**config.mk**
```make
export PLATFORM = sky130hd
export DESIGN_NAME = instr_fetch_unit_flat
export DESIGN_NICKNAME = d
export VERILOG_FILES = /design/src/rtl/instr_fetch_unit_if.sv /design/src/rtl/instr_fetch_unit.sv /design/src/flat_wrapper.sv
export SDC_FILE = /design/constraint.sdc
export NUM_CORES = 1
export LEC_CHECK = 0
export ABC_CLOCK_PERIOD_IN_PS = 2900
export CAP_MARGIN = 30
export CORE_MARGIN = 10
export CORE_UTILIZATION = 52
export DETAILED_ROUTE_END_ITERATION = 16
export PLACE_DENSITY = 0.81
export SKIP_CTS_REPAIR_TIMING = 1
export SLEW_MARGIN = 40
export SYNTH_ARGS = -nofsm -noshare
export SYNTH_HDL_FRONTEND = slang
export SYNTH_SLANG_ARGS = --single-unit
```
**constraint.sdc**
```tcl
create_clock -name clk -period 2.9 [get_ports clk]
set_input_delay 0.58 -clock clk [delete_from_list [all_inputs] [get_ports clk]]
set_output_delay 0.58 -clock clk [all_outputs]
set_load 0.05 [all_outputs]
```
**src/rtl/instr_fetch_unit_if.sv**
```systemverilog
// Fetch-stage bus bundle: instruction memory read port plus the
// valid/ready instruction channel towards the execute stage.
interface instr_fetch_unit_if #(
  parameter int ADDR_W  = 16,
  parameter int INSTR_W = 32
);
  logic               imem_req;
  logic [ADDR_W-1:0]  imem_addr;
  logic               imem_rvalid;
  logic [INSTR_W-1:0] imem_rdata;
  logic               ir_valid;
  logic               ir_ready;
  logic [INSTR_W-1:0] ir_data;
  logic [ADDR_W-1:0]  ir_pc;

  // fetch unit side
  modport master (
    output imem_req, imem_addr, ir_valid, ir_data, ir_pc,
    input  imem_rvalid, imem_rdata, ir_ready
  );

  // memory / execute stage side
  modport slave (
    input  imem_req, imem_addr, ir_valid, ir_data, ir_pc,
    output imem_rvalid, imem_rdata, ir_ready
  );
endinterface

```
**src/rtl/instr_fetch_unit.sv**
```systemverilog
// Instruction fetch stage: owns the PC, keeps at most one memory read in
// flight, buffers returned words and hands them to the execute stage.
//
// state  | meaning
// -------+-----------------------------------------------------------
// S_IDLE | no request outstanding; issue one when enabled and a slot is free
// S_REQ  | request outstanding, its data will be buffered
// S_DROP | request outstanding from before a redirect, its data is discarded
// S_HALT | HLT opcode fetched; idle until a redirect
module instr_fetch_unit #(
  parameter int               ADDR_W     = 16,
  parameter int               INSTR_W    = 32,
  parameter int               FIFO_DEPTH = 2,
  parameter logic [ADDR_W-1:0] RESET_PC  = '0,
  parameter logic [4:0]       HLT_OP     = 5'h1F
) (
  input  logic                clk,
  input  logic                rst_n,
  input  logic                fetch_en,
  input  logic                redirect,
  input  logic [ADDR_W-1:0]   redirect_pc,
  output logic                halted,
  instr_fetch_unit_if.master  bus
);

  localparam int PTR_W = (FIFO_DEPTH > 1) ? $clog2(FIFO_DEPTH) : 1;
  localparam int CNT_W = $clog2(FIFO_DEPTH + 1);
  localparam logic [CNT_W-1:0] DEPTH_C = CNT_W'(FIFO_DEPTH);

  typedef enum logic [1:0] {S_IDLE, S_REQ, S_DROP, S_HALT} state_e;

  state_e             state_q, state_d;
  logic [ADDR_W-1:0]  pc_q, pc_d;
  logic [ADDR_W-1:0]  addr_q, addr_d;
  logic               req_q, req_d;
  logic               halted_q, halted_d;
  logic [CNT_W-1:0]   cnt_q, cnt_d;
  logic [PTR_W-1:0]   wr_ptr_q, wr_ptr_d;
  logic [PTR_W-1:0]   rd_ptr_q, rd_ptr_d;
  logic [INSTR_W-1:0] buf_data_q [FIFO_DEPTH];
  logic [INSTR_W-1:0] buf_data_d [FIFO_DEPTH];
  logic [ADDR_W-1:0]  buf_pc_q   [FIFO_DEPTH];
  logic [ADDR_W-1:0]  buf_pc_d   [FIFO_DEPTH];

  logic               push;
  logic               pop;
  logic               is_hlt;
  logic [CNT_W-1:0]   post_cnt;

  assign bus.imem_req  = req_q;
  assign bus.imem_addr = addr_q;
  assign bus.ir_valid  = (cnt_q != '0);
  assign bus.ir_data   = buf_data_q[rd_ptr_q];
  assign bus.ir_pc     = buf_pc_q[rd_ptr_q];
  assign halted        = halted_q;

  // Next-state, request generation and instruction buffer update
  always_comb begin
    state_d    = state_q;
    pc_d       = pc_q;
    addr_d     = addr_q;
    req_d      = req_q;
    halted_d   = halted_q;
    cnt_d      = cnt_q;
    wr_ptr_d   = wr_ptr_q;
    rd_ptr_d   = rd_ptr_q;
    buf_data_d = buf_data_q;
    buf_pc_d   = buf_pc_q;
    push       = 1'b0;
    pop        = (cnt_q != '0) && bus.ir_ready;
    is_hlt     = (bus.imem_rdata[INSTR_W-1 -: 5] == HLT_OP);
    // occupancy after this cycle's push and pop; the new request reserves a slot
    post_cnt   = cnt_q + CNT_W'(1) - CNT_W'(pop);

    case (state_q)
      S_IDLE: begin
        if (fetch_en && (cnt_q < DEPTH_C)) begin
          req_d   = 1'b1;
          addr_d  = pc_q;
          state_d = S_REQ;
        end
      end
      S_REQ: begin
        if (bus.imem_rvalid) begin
          push = 1'b1;
          pc_d = pc_q + ADDR_W'(1);
          if (is_hlt) begin
            req_d    = 1'b0;
            halted_d = 1'b1;
            state_d  = S_HALT;
          end else if (fetch_en && (post_cnt < DEPTH_C)) begin
            addr_d = pc_q + ADDR_W'(1);
          end else begin
            req_d   = 1'b0;
            state_d = S_IDLE;
          end
        end
      end
      S_DROP: begin
        if (bus.imem_rvalid) begin
          req_d   = 1'b0;
          state_d = S_IDLE;
        end
      end
      default: ;
    endcase

    if (redirect) begin
      push     = 1'b0;
      pop      = 1'b0;
      pc_d     = redirect_pc;
      halted_d = 1'b0;
      // an in-flight read cannot be cancelled, so keep presenting it and drop its data
      if (req_q && !bus.imem_rvalid) begin
        req_d   = 1'b1;
        addr_d  = addr_q;
        state_d = S_DROP;
      end else begin
        req_d   = 1'b0;
        state_d = S_IDLE;
      end
    end

    if (push) begin
      buf_data_d[wr_ptr_q] = bus.imem_rdata;
      buf_pc_d[wr_ptr_q]   = addr_q;
    end

    if (redirect) begin
      cnt_d    = '0;
      wr_ptr_d = '0;
      rd_ptr_d = '0;
    end else begin
      cnt_d    = cnt_q + CNT_W'(push) - CNT_W'(pop);
      wr_ptr_d = wr_ptr_q + PTR_W'(push);
      rd_ptr_d = rd_ptr_q + PTR_W'(pop);
    end
  end

  // State, PC, request and buffer registers
  always_ff @(posedge clk or negedge rst_n) begin
    if (!rst_n) begin
      state_q  <= S_IDLE;
      pc_q     <= RESET_PC;
      addr_q   <= RESET_PC;
      req_q    <= 1'b0;
      halted_q <= 1'b0;
      cnt_q    <= '0;
      wr_ptr_q <= '0;
      rd_ptr_q <= '0;
      for (int i = 0; i < FIFO_DEPTH; i++) begin
        buf_data_q[i] <= '0;
        buf_pc_q[i]   <= '0;
      end
    end else begin
      state_q    <= state_d;
      pc_q       <= pc_d;
      addr_q     <= addr_d;
      req_q      <= req_d;
      halted_q   <= halted_d;
      cnt_q      <= cnt_d;
      wr_ptr_q   <= wr_ptr_d;
      rd_ptr_q   <= rd_ptr_d;
      buf_data_q <= buf_data_d;
      buf_pc_q   <= buf_pc_d;
    end
  end

endmodule
```
**src/flat_wrapper.sv**
```systemverilog
// flat-port wrapper written by rule: the top's interface ports become plain ports
module instr_fetch_unit_flat 
#(
  parameter int               ADDR_W     = 16,
  parameter int               INSTR_W    = 32,
  parameter int               FIFO_DEPTH = 2,
  parameter logic [ADDR_W-1:0] RESET_PC  = '0,
  parameter logic [4:0]       HLT_OP     = 5'h1F
)
  (clk, rst_n, fetch_en, redirect, redirect_pc, halted, bus_imem_req, bus_imem_addr, bus_ir_valid, bus_ir_data, bus_ir_pc, bus_imem_rvalid, bus_imem_rdata, bus_ir_ready);
  instr_fetch_unit_if #(.ADDR_W(ADDR_W), .INSTR_W(INSTR_W)) bus_i ();
  input  logic clk;
  input  logic rst_n;
  input  logic fetch_en;
  input  logic redirect;
  input  logic [ADDR_W-1:0] redirect_pc;
  output logic halted;
  output wire logic [$bits(bus_i.imem_req)-1:0] bus_imem_req;
  output wire logic [$bits(bus_i.imem_addr)-1:0] bus_imem_addr;
  output wire logic [$bits(bus_i.ir_valid)-1:0] bus_ir_valid;
  output wire logic [$bits(bus_i.ir_data)-1:0] bus_ir_data;
  output wire logic [$bits(bus_i.ir_pc)-1:0] bus_ir_pc;
  input wire logic [$bits(bus_i.imem_rvalid)-1:0] bus_imem_rvalid;
  input wire logic [$bits(bus_i.imem_rdata)-1:0] bus_imem_rdata;
  input wire logic [$bits(bus_i.ir_ready)-1:0] bus_ir_ready;
  assign bus_imem_req = bus_i.imem_req;
  assign bus_imem_addr = bus_i.imem_addr;
  assign bus_ir_valid = bus_i.ir_valid;
  assign bus_ir_data = bus_i.ir_data;
  assign bus_ir_pc = bus_i.ir_pc;
  assign bus_i.imem_rvalid = bus_imem_rvalid;
  assign bus_i.imem_rdata = bus_imem_rdata;
  assign bus_i.ir_ready = bus_ir_ready;
  instr_fetch_unit #(.ADDR_W(ADDR_W), .INSTR_W(INSTR_W), .FIFO_DEPTH(FIFO_DEPTH), .RESET_PC(RESET_PC), .HLT_OP(HLT_OP)) u_core (.clk(clk), .rst_n(rst_n), .fetch_en(fetch_en), .redirect(redirect), .redirect_pc(redirect_pc), .halted(halted), .bus(bus_i));
endmodule
```
Word level (Yosys, flattened, before mapping)
Index checks and enable logic that the tools add are counted.
{"block": "totals", "reg_bits": 136, "input_bits": 54}
{"block": "classes", "n_bitwise": 2, "n_addsub": 7, "mux": 49, "n_lt_le_gt_ge": 5, "n_reduce_logical": 15, "n_eq_ne": 8}
{"op": "$mux 16", "n": 13}
{"op": "$mux 32", "n": 4}
{"op": "$bwmux 64", "n": 1}
{"op": "$bwmux 32", "n": 1}
{"op": "$demux 32 s1", "n": 1}
{"op": "$pmux 16 s2", "n": 1}
{"op": "$mux 1", "n": 17}
{"op": "$add 16x1->16 const B", "n": 1}
{"op": "$demux 16 s1", "n": 1}
{"op": "$mux 2", "n": 8}
{"op": "$reduce_bool 2->1", "n": 4}
{"op": "$ne 3x3->1 const B", "n": 2}
{"op": "$pmux 2 s3", "n": 1}
{"op": "$eq 5x5->1 const B", "n": 1}
{"op": "$logic_and 1x1->1", "n": 5}
{"op": "$reduce_and 5->1", "n": 1}
{"op": "$ge 2x2->1 const B", "n": 2}
{"op": "$lt 2x2->1 const B", "n": 2}
{"op": "$ne 4x3->1 const B", "n": 1}
{"op": "$not 1->2", "n": 2}
{"op": "$reduce_bool 4->1", "n": 1}
{"op": "$sub 2x1->2", "n": 2}
{"op": "$ne 3x2->1 const B", "n": 1}
{"op": "$pmux 1 s3", "n": 1}
{"op": "other kinds (11)", "n": 12}

Longest topological paths before layout
Gate-level depths: netlist of the first run.
{"block": "depth", "word_depth": 11, "mapped_depth": 9, "mapped_depth_nobuf": 8}

Least setup slack after synthesis of the first run
Ideal clock, no wire load.
{"block": "synth_path", "path_type": "input to register", "start": "input port redirect", "end": "register u_core.buf_data_q[11] (netlist name)", "cell_stages": 7, "setup_slack_ps": 380, "required_ps": 2775, "arrival_time_ps": 2395, "cell_sequence": "clkbuf_1 clkbuf_1 nor2_1 ha_1 clkbuf_1 clkbuf_1 mux2_2"}
{"block": "synth_between", "elab_chain_cells": 1}
{"element": "start, declared", "line_no": "flat_wrapper.sv:15", "text": "input logic redirect;"}
{"element": "$mux 1", "line_no": "instr_fetch_unit.sv:108", "text": "if (redirect) begin"}
{"element": "end signal, assigned", "line_no": "instr_fetch_unit.sv:164", "text": "buf_data_q <= buf_data_d;"}
{"element": "end, declared", "line_no": "instr_fetch_unit.sv:40", "text": "logic [INSTR_W-1:0] buf_data_q [FIFO_DEPTH];"}
No other way between the ends.
A chain may end at the register's enable or synchronous reset.

Worst setup path in the final report of the first run
{"block": "layout_path", "start": "register u_core.rd_ptr_q", "end": "output port bus_ir_pc[15]"}
{"block": "layout_between", "elab_chain_cells": 4}
{"element": "start, declared", "line_no": "instr_fetch_unit.sv:39", "text": "logic [PTR_W-1:0] rd_ptr_q, rd_ptr_d;"}
{"element": "start signal, assigned", "line_no": "instr_fetch_unit.sv:163", "text": "rd_ptr_q <= rd_ptr_d;"}
{"element": "$not 1->2 (implied by the code)", "line_no": "instr_fetch_unit.sv:54", "text": "assign bus.ir_pc = buf_pc_q[rd_ptr_q];"}
{"element": "$mux 16 (implied by the code) (3 in a row)", "line_no": "instr_fetch_unit.sv:54"}
{"element": "end, declared", "line_no": "flat_wrapper.sv:22", "text": "output wire logic [$bits(bus_i.ir_pc)-1:0] bus_ir_pc;"}
No other way between the ends. The select of a mux whose other input is x is not followed.

==> results.ini, run 1 <==
[finish]
final_util_pct = 69.1
register_area_mm2 = 0.00340
layout-drive-gt1-share_pct = 34.3
areaGrowthSynthToFinish_pct = 30.5
fin_nets = 666
fillerInstances = 844
final_cell_area_mm2 = 0.00831
multi_input_area_mm2 = 0.00282
diodes = 0

[drt]
dr.pass1.iters = 4
via_per_inst = 5.41
vias = 4120
drt-initial-drc-count = 254
wire_per_inst_um = 19.2
drc = 0
ant_nets = 0
drt_wl_total_um = 14700

[floorplanning]
die_h_um = 131
rows = 40
fp.dieW_um = 131
die_area_mm2 = 0.0171
io-pin-count = 121
start_util_pct = 53.0
core_mm2 = 0.0120

[synthesis]
yosysMostFrequentCell = mux2_2
ys_top_cells_by_area = dfrtp_1, mux2_2, xnor2_1, xor2_1, nand2_1
yosysSeqAreaShare_pct = 53.5
yosysTopAreaCellShare_pct = 53.5
ys.warnings.count = 0
synth.avg_cell_area_um2 = 13.2
synth_cells = 481
synth_edf_count = 0
yosysUniqueCellTypes = 37
netlist_area_mm2 = 0.00636
synthesis.nets = 543
synth.largest_area_cell = dfrtp_1
synthTopCellsByCount = mux2_2, dfrtp_1, nand2_1
synthArstFlopShare_pct = 100
yosys_most_used_dff = dfrtp_1
synth-seq-cells = 136

[clocking]
clock_sinks = 136
clk-insertion-delay-late_ps = 410
cts_tree = built
htree_levels = 4
ctsRootBufferMaster = clkbuf_16
clk_pin_slew_ps = 50
cts_max_path_buffers = 2
cts_buffers = 17

[placed_design]
hpwl_um = 10300
io_buffers = 120
placed_cell_area_mm2 = 0.00775
gp_congestion = 0.839

[global_routing]
grt_overflow_total = 0
grt_max_degree = 79
grt_pass1_vias = 4579
antenna_found_initial = 0
grt_use_total_pct = 17.8
grt_pass1_wl_um = 23700

[job]
drv_cap = 0

[timing]
final_max_slew_viol_count = 0
worst_pin_slew_ps = 719
rsz0062_at_grt = false
fin_skew_ps = 4.51
finalHoldWorstSlack_ps = 188
hold_violations = 0
fin_crit_sh_pct = 97.4
tns_ps = 0
fin_crit_ps = 2820
slew_headroom_pct = 52.0
max_freq_mhz = 354
setup_viol = 0

[critical_path]
crit_fanout = 46
reg2reg_to = u_core.bus.imem_addr[11]$_DFFE_PN0P_
cp-start-kind = register
worstPathRequired_ps = 2320
ff2ff_setup_slack_ps = 520
cp-end-kind = output pin
reg2reg_from = u_core.state_q[1]$_DFFE_PN0P_
critical_path_class = register to output pin
ff2ff_path_depth = 7
cp.arrival_ps = 2240

[power]
swShare_pct = 40.1
clkPwrFrac_pct = 21.2
p_int_mw = 5.58
p_total_mw = 9.31
comb_power_share_pct = 47.4
p_leak_nw = 3.68
peakVddDrop_v = 0.000640
pwr-share-seq_pct = 31.4
p_per_area_mw_per_mm2 = 1120
power.switching_mw = 3.73

[hold_path]
hold_class = input port to async pin

[run_status]
status = complete, no violations

-- layout by cell type (no fill, tap or decap), types with 3 or more instances in the layout --
cell and n:
nand3_1 5, clkbuf_1 6, dfrtp_1 135, or2_2 3, o21ai_0 16, and3_1 4
nand4_1 8, buf_12 3, dlymetal6s2s_1 3, mux2_2 162, nand2_1 29, buf_4 11
xnor2_1 17, a21oi_1 4, ha_1 6, clkdlybuf4s50_1 114, inv_1 6, nor2b_1 3
clkbuf_8 4, xor2_1 17, nor2_1 16, clkbuf_16 17
-- kinds of logic (layout without fill, tap and decap cells) --
group           count (synthesis)  in the layout  synth area share (%)
mux                           164            164                  29.0
xor+xnor                       34             34                  4.68
buf+inv                        34            168                  2.30
fa+ha+maj                       8              8                  1.57
flops                         136            136                  53.5
compound gates                 27             27                  2.77
simple gates                   78             78                  6.21
-- stage by stage --
stage	cells	worst slack [ps]
after detailed placement	732	364
final	762	76.0
after floorplan	481	380
after global routing	762	10.1
after global placement	732	403
after CTS	762	51.0
-- sequential cells by signal, indices dropped and copies added, names as in the netlist --
register and flops:
u_core.buf_data_q 64, u_core.buf_pc_q 32, u_core.bus.imem_addr 16, u_core.pc_q 16, u_core.cnt_q 2, u_core.state_q 2
u_core.bus.imem_req 1, u_core.halted 1, u_core.rd_ptr_q 1, u_core.wr_ptr_q 1
-- area by class of cell --
| class | count | area share, % |
|---|---|---|
| flip-flops and latches | 136 | 41.0 |
| clock buffers | 27 | 6.06 |
| multi-input cells | 311 | 33.9 |
| clock inverters | 3 | 0.482 |
| repair buffers | 132 | 16.0 |
| inverters | 6 | 0.271 |
| well taps | 147 | 2.21 |
-- per-layer routing --
metal	vias to the layer above	wire, µm	global-route usage [%]
met5	-	0	0
met4	0	164	5.43
met3	10	724	5.08
met2	92	7500	29.5
met1	2081	6270	22.0
li1	1937	-	-
-- how the worst max path moves through the flow --
stage                               from                                end  slack, ps  depth (start not counted)
2_1_floorplan                   redirect  u_core.buf_data_q[11]$_DFFE_PN0P_        380                          7
6_report       u_core.rd_ptr_q$_DFF_PN0_                      bus_ir_pc[15]         80                          3
3_3_place_gp             bus_imem_rvalid    u_core.buf_pc_q[26]$_DFFE_PN0P_        400                          6
3_5_place_dp             bus_imem_rvalid    u_core.buf_pc_q[19]$_DFFE_PN0P_        360                          6
4_1_cts        u_core.rd_ptr_q$_DFF_PN0_                       bus_ir_pc[2]         50                          3
5_1_grt        u_core.rd_ptr_q$_DFF_PN0_                    bus_ir_data[15]         10                          3
-- critical path, cell delays in order (launching register included) --
cell and delay, ps:
dfrtp_2 420, buf_12 270, mux2_2 400, clkdlybuf4s50_1 710
-- power by group through the flow --
stage	Combinational, mW	Clock (mW)	Sequential, mW
floorplan	2.74	0	3.20
global placement	4.38	0	2.89
CTS	4.47	2.00	2.92
global route	4.64	2.10	3.00
detailed placement	4.44	0	2.94
finish	4.41	1.97	2.92
Note: power is estimated with default switching activity, not from simulation.
==> run 2: changes to the inputs <==
Settings changed: CORE_MARGIN 10 to unset.
==> run 2 against run 1 <==
Worst setup slack better by 86 ps. Final area rose by 0.50%. Sequential power is essentially flat. Power grew 0.70%. Utilization is 0.63 points higher. Sequential share of layout area is 0.20 points lower. Hold slack got worse by 50 ps. Critical path depth unchanged.
==> results.ini, run 2 (same netlist as run 1, synthesis figures left out) <==
[timing]
fin_crit_ps = 2740  ; was 2820 ps
fin_crit_sh_pct = 94.4  ; was 97.4%
fin_skew_ps = 4.62  ; was 4.51 ps
final_max_slew_viol_count = 0  ; unchanged
setup_viol = 0  ; unchanged
worst_pin_slew_ps = 646  ; was 719 ps
slew_headroom_pct = 56.6  ; was 52.0%
hold_violations = 0  ; unchanged
max_freq_mhz = 365  ; was 354 MHz
rsz0062_at_grt = false  ; unchanged
tns_ps = 0  ; unchanged

[global_routing]
grt_pass1_wl_um = 22700  ; was 23700 µm
antenna_found_initial = 0  ; unchanged
grt_pass1_vias = 4421  ; was 4579
grt_overflow_total = 0  ; unchanged
grt_use_total_pct = 23.3  ; was 17.8%
grt_max_degree = 61  ; was 79

[drt]
vias = 4197  ; was 4120
wire_per_inst_um = 18.0  ; was 19.2 µm
drt_wl_total_um = 13800  ; was 14700 µm
dr.pass1.iters = 5  ; was 4
ant_nets = 0  ; unchanged
drc = 0  ; unchanged
via_per_inst = 5.49  ; was 5.41
drt-initial-drc-count = 199  ; was 254

[critical_path]
ff2ff_setup_slack_ps = 450  ; was 520 ps
ff2ff_path_depth = 7  ; unchanged
cp-end-kind = output pin  ; unchanged
reg2reg_from = u_core.state_q[1]$_DFFE_PN0P_  ; unchanged
crit_fanout = 40  ; was 46
cp-start-kind = register  ; unchanged
reg2reg_to = u_core.bus.imem_addr[15]$_DFFE_PN0P_  ; was u_core.bus.imem_addr[11]$_DFFE_PN0P_
cp.arrival_ps = 2160  ; was 2240 ps
critical_path_class = register to output pin  ; unchanged
worstPathRequired_ps = 2320  ; about the same

[clocking]
cts_tree = built  ; unchanged
ctsRootBufferMaster = clkbuf_16  ; unchanged
htree_levels = 4  ; unchanged
clk-insertion-delay-late_ps = 410  ; about the same
cts_buffers = 17  ; unchanged
cts_max_path_buffers = 2  ; unchanged
clock_sinks = 136  ; unchanged
clk_pin_slew_ps = 50  ; about the same

[finish]
reg.largest.list = u_core.buf_data_q x64, u_core.buf_pc_q x32  ; unchanged
fin_nets = 667  ; was 666
fillerInstances = 832  ; was 844
layout_common_cells = mux2_2, dfrtp_1, clkdlybuf4s50_1, nand2_1  ; unchanged
layout-drive-gt1-share_pct = 35.1  ; was 34.3%
top_register = u_core.buf_data_q  ; unchanged
final_common_cell = mux2_2  ; unchanged
multi_input_area_mm2 = 0.00282  ; unchanged
final_cell_area_mm2 = 0.00835  ; was 0.00831 mm²
register_area_mm2 = 0.00340  ; unchanged
largest_register_ff_count = 64  ; unchanged
areaGrowthSynthToFinish_pct = 31.2  ; was 30.5%
diodes = 0  ; unchanged

[power]
p_per_area_mw_per_mm2 = 1120  ; about the same
peakVddDrop_v = 0.000537  ; was 0.000640 V
p_leak_nw = 3.67  ; was 3.68 nW

[placed_design]
gp_congestion = 0.847  ; was 0.839
placed_cell_area_mm2 = 0.00777  ; was 0.00775 mm²
hpwl_um = 9250  ; was 10300 µm
io_buffers = 120  ; unchanged

[job]
drv_cap = 0  ; unchanged

[floorplanning]
start_util_pct = 53.2  ; was 53.0%
die_h_um = 113  ; was 131 µm
die_area_mm2 = 0.0127  ; was 0.0171 mm²
rows = 40  ; unchanged
io-pin-count = 121  ; unchanged
core_mm2 = 0.0120  ; about the same
fp.dieW_um = 113  ; was 131 µm

[run_status]
status = complete, no violations  ; unchanged

[hold_path]
hold_class = input port to async pin  ; unchanged

run 2: per-layer routing:
metal / global-route usage [%] / up-vias / part of all wire [%]
met3: 5.29 / 21 / 4.1
met4: 9.78 / 0 / 2.0
met1: 30.3 / 2131 / 44
met2: 37.8 / 113 / 49
li1: - / 1932 / -
met5: 0 / - / 0
run 2: metrics by stage:
step	hold WS (ps)	util (%)	power [mW]	worst slack, ps	cells
2_1_floorplan	284	-	5.94	380	481
4_1_cts	156	69.8	9.44	138	765
3_3_place_gp	484	64.9	7.20	397	733
6_report	139	69.8	9.37	162	765
3_5_place_dp	490	64.9	7.32	322	733
5_1_grt	182	69.8	9.77	106	765
run 2: layout make-up:
cell class | count | share of cell area [%]
clock buffers | 24 | 6.13
clock inverters | 8 | 0.809
inverters | 6 | 0.270
multi-input cells | 311 | 33.8
flip-flops and latches | 136 | 40.8
well taps | 147 | 2.20
repair buffers | 133 | 16.0
run 2: where the power goes:
group | switching, mW | internal [mW]
sequential | 0.409 | 2.51
clock | 0.759 | 1.31
combinational | 2.57 | 1.82
total | 3.74 | 5.63
run 2: how the worst max path moves through the flow:
stage,cells after the start,slack (ps),from,end
finish,3,160,u_core.rd_ptr_q$_DFF_PN0_,bus_ir_pc[4]
global placement,6,400,bus_imem_rvalid,u_core.buf_data_q[58]$_DFFE_PN0P_
global route,3,110,u_core.rd_ptr_q$_DFF_PN0_,bus_ir_data[6]
floorplan,7,380,redirect,u_core.buf_data_q[11]$_DFFE_PN0P_
CTS,3,140,u_core.rd_ptr_q$_DFF_PN0_,bus_ir_pc[4]
detailed placement,6,320,bus_imem_rvalid,u_core.buf_data_q[44]$_DFFE_PN0P_
run 2: critical path, stage by stage, from the launching register on:
cell	delay [ps]
dfrtp_2	380
buf_12	250
mux2_2	370
clkdlybuf4s50_1	730
==> run 3: changes to the inputs <==
Settings changed: PLACE_DENSITY 0.81 to 0.8.
==> run 3 against run 2 <==
Clock power is 7% higher. Via count shrank 0.41%. Global-route usage rose by 0.44 points. Clock-buffer cell count unchanged. Wire length rose by 1.9%. Sequential power is essentially flat. Hold slack got worse by 50 ps. Non-clock buffer count up 3. Final area is 2.1% higher. First-iteration DRC count down 5.5%. Flip-flop and latch count unchanged. Final cell count up 0.39%.
==> results.ini, run 3 (same netlist as run 1, synthesis figures left out) <==
[run_status]
status = complete, no violations  ; unchanged

[power]
swShare_pct = 39.6  ; was 39.9%
peakVddDrop_v = 0.000591  ; was 0.000537 V
pwr-share-seq_pct = 30.9  ; was 31.1%
comb_power_share_pct = 45.9  ; was 46.8%
clkPwrFrac_pct = 23.2  ; was 22.0%
power.switching_mw = 3.77  ; was 3.74 mW
p_per_area_mw_per_mm2 = 1120  ; about the same
p_leak_nw = 4.07  ; was 3.67 nW
p_total_mw = 9.53  ; was 9.37 mW
p_int_mw = 5.76  ; was 5.63 mW

[floorplanning]
core_mm2 = 0.0120  ; unchanged
die_h_um = 113  ; unchanged
io-pin-count = 121  ; unchanged
fp.dieW_um = 113  ; unchanged
start_util_pct = 53.2  ; unchanged
die_area_mm2 = 0.0127  ; unchanged
rows = 40  ; unchanged

[critical_path]
crit_slowest_cell = clkdlybuf4s50_1  ; unchanged
reg2reg_from = u_core.state_q[1]$_DFFE_PN0P_  ; unchanged
cp-start-kind = register  ; unchanged
crit_fanout = 15  ; was 40
reg2reg_to = u_core.buf_pc_q[26]$_DFFE_PN0P_  ; was u_core.bus.imem_addr[15]$_DFFE_PN0P_
worstPathRequired_ps = 2320  ; about the same
ff2ff_path_depth = 8  ; was 7
cpPeakStageDelay_ps = 700  ; was 730 ps
ff2ff_setup_slack_ps = 530  ; was 450 ps
path_cells = buf_12 > mux2_2 > clkdlybuf4s50_1  ; unchanged
critical_path_class = register to output pin  ; unchanged
cp.arrival_ps = 2250  ; was 2160 ps
cp-end-kind = output pin  ; unchanged

[placed_design]
hpwl_um = 9570  ; was 9250 µm
placed_cell_area_mm2 = 0.00784  ; was 0.00777 mm²
place_inst = 736  ; was 733
place_ws_ps = 426  ; was 322 ps
io_buffers = 120  ; unchanged
gp_congestion = 0.836  ; was 0.847

[finish]
layout-drive-gt1-share_pct = 35.3  ; was 35.1%
reg.largest.list = u_core.buf_data_q x64, u_core.buf_pc_q x32  ; unchanged
diodes = 0  ; unchanged
stdcell_count = 768  ; was 765
largest_register_ff_count = 64  ; unchanged
fillerInstances = 817  ; was 832
fin_nets = 670  ; was 667
final_cell_area_mm2 = 0.00852  ; was 0.00835 mm²
final_common_cell = mux2_2  ; unchanged
top_register = u_core.buf_data_q  ; unchanged
layout_common_cells = mux2_2, dfrtp_1, clkdlybuf4s50_1, dlymetal6s2s_1, nand2_1  ; was mux2_2, dfrtp_1, clkdlybuf4s50_1, nand2_1
areaGrowthSynthToFinish_pct = 34.0  ; was 31.2%

[hold_path]
hold_class = input port to async pin  ; unchanged

[global_routing]
met2_usage_pct = 38.7  ; was 37.8%
grt_overflow_total = 0  ; unchanged
busiest_layer = met2  ; unchanged
grtUsageMet1_pct = 29.8  ; was 30.3%
grt_pass1_vias = 4587  ; was 4421
use_met3_pct = 6.75  ; was 5.29%
antenna_found_initial = 0  ; unchanged
grt_max_degree = 47  ; was 61
grt_use_total_pct = 23.8  ; was 23.3%
grt_pass1_wl_um = 22900  ; was 22700 µm

[clocking]
clk-insertion-delay-late_ps = 420  ; was 410 ps
clk_pin_slew_ps = 60  ; was 50 ps
ctsRootBufferMaster = clkbuf_16  ; unchanged
cts_max_path_buffers = 2  ; unchanged
cts_buffers = 17  ; unchanged
clock_sinks = 136  ; unchanged
htree_levels = 4  ; unchanged
cts_tree = built  ; unchanged

[timing]
rsz0062_at_grt = false  ; unchanged
setup_viol = 0  ; unchanged
hold_violations = 0  ; unchanged
fin_crit_ps = 2830  ; was 2740 ps
fin_skew_ps = 5.69  ; was 4.62 ps
max_freq_mhz = 353  ; was 365 MHz
slew_headroom_pct = 62.6  ; was 56.6%
worst_pin_slew_ps = 561  ; was 646 ps
setup_ws_ps = 65.8  ; was 162 ps
final_max_slew_viol_count = 0  ; unchanged
fin_crit_sh_pct = 97.7  ; was 94.4%

[drt]
wire_per_inst_um = 18.3  ; was 18.0 µm
vias = 4180  ; was 4197
via_per_inst = 5.44  ; was 5.49
drc = 0  ; unchanged
dr.pass1.iters = 4  ; was 5
ant_nets = 0  ; unchanged
drt_wl_total_um = 14100  ; was 13800 µm
drt-initial-drc-count = 188  ; was 199

[job]
drv_cap = 0  ; unchanged

## run 3: cell types whose count changed in the layout (fill, tap and decap cells not counted), sizes merged
cell and delta:
clkdlybuf4s50 -32, dlymetal6s2s +31, buf +4, bufinv +2, clkinv -2
## run 3: per-stage QoR
stage	utilization, %	hold slack (ps)	setup TNS [ps]
after floorplan	-	284	0
after detailed placement	65.5	490	0
after CTS	70.6	88.0	-351
after global placement	65.5	483	0
after global routing	71.3	106	0
final	71.3	88.8	0
## run 3: cell type report
cell class | instances | area [µm²] | area share, %
multi-input cells | 311 | 2820 | 33.1
clock inverters | 8 | 118 | 1.38
inverters | 6 | 22.5 | 0.264
flip-flops and latches | 136 | 3400 | 39.9
repair buffers | 136 | 1490 | 17.4
clock buffers | 24 | 492 | 5.77
well taps | 147 | 184 | 2.16
## run 3: how the worst max path moves through the flow
stage                               from                                 to
6_report       u_core.rd_ptr_q$_DFF_PN0_                       bus_ir_pc[9]
5_1_grt        u_core.rd_ptr_q$_DFF_PN0_                      bus_ir_pc[14]
4_1_cts        u_core.rd_ptr_q$_DFF_PN0_                       bus_ir_pc[0]
3_5_place_dp   u_core.rd_ptr_q$_DFF_PN0_                       bus_ir_pc[0]
3_3_place_gp   u_core.rd_ptr_q$_DFF_PN0_                     bus_ir_data[2]
2_1_floorplan                   redirect  u_core.buf_data_q[11]$_DFFE_PN0P_
## run 3: critical path, delay by kind of cell (launching register included)
kind,cells,cell delay [ps]
buffers and inverters,2,910
DFF,1,570
muxes,1,350
## run 3: layer usage
metal | vias up | share of wire [%]
met2 | 113 | 49
li1 | 1936 | -
met1 | 2106 | 45
met4 | 0 | 2.2
met3 | 25 | 4.3
met5 | - | 0
## run 3: power groups by stage
stage	combinational, mW	clock [mW]	sequential (mW)
after floorplan	2.74	0	3.20
after global placement	4.32	0	2.90
after detailed placement	4.40	0	2.96
after CTS	4.43	2.24	2.94
after global routing	4.57	2.32	3.03
final	4.37	2.21	2.94
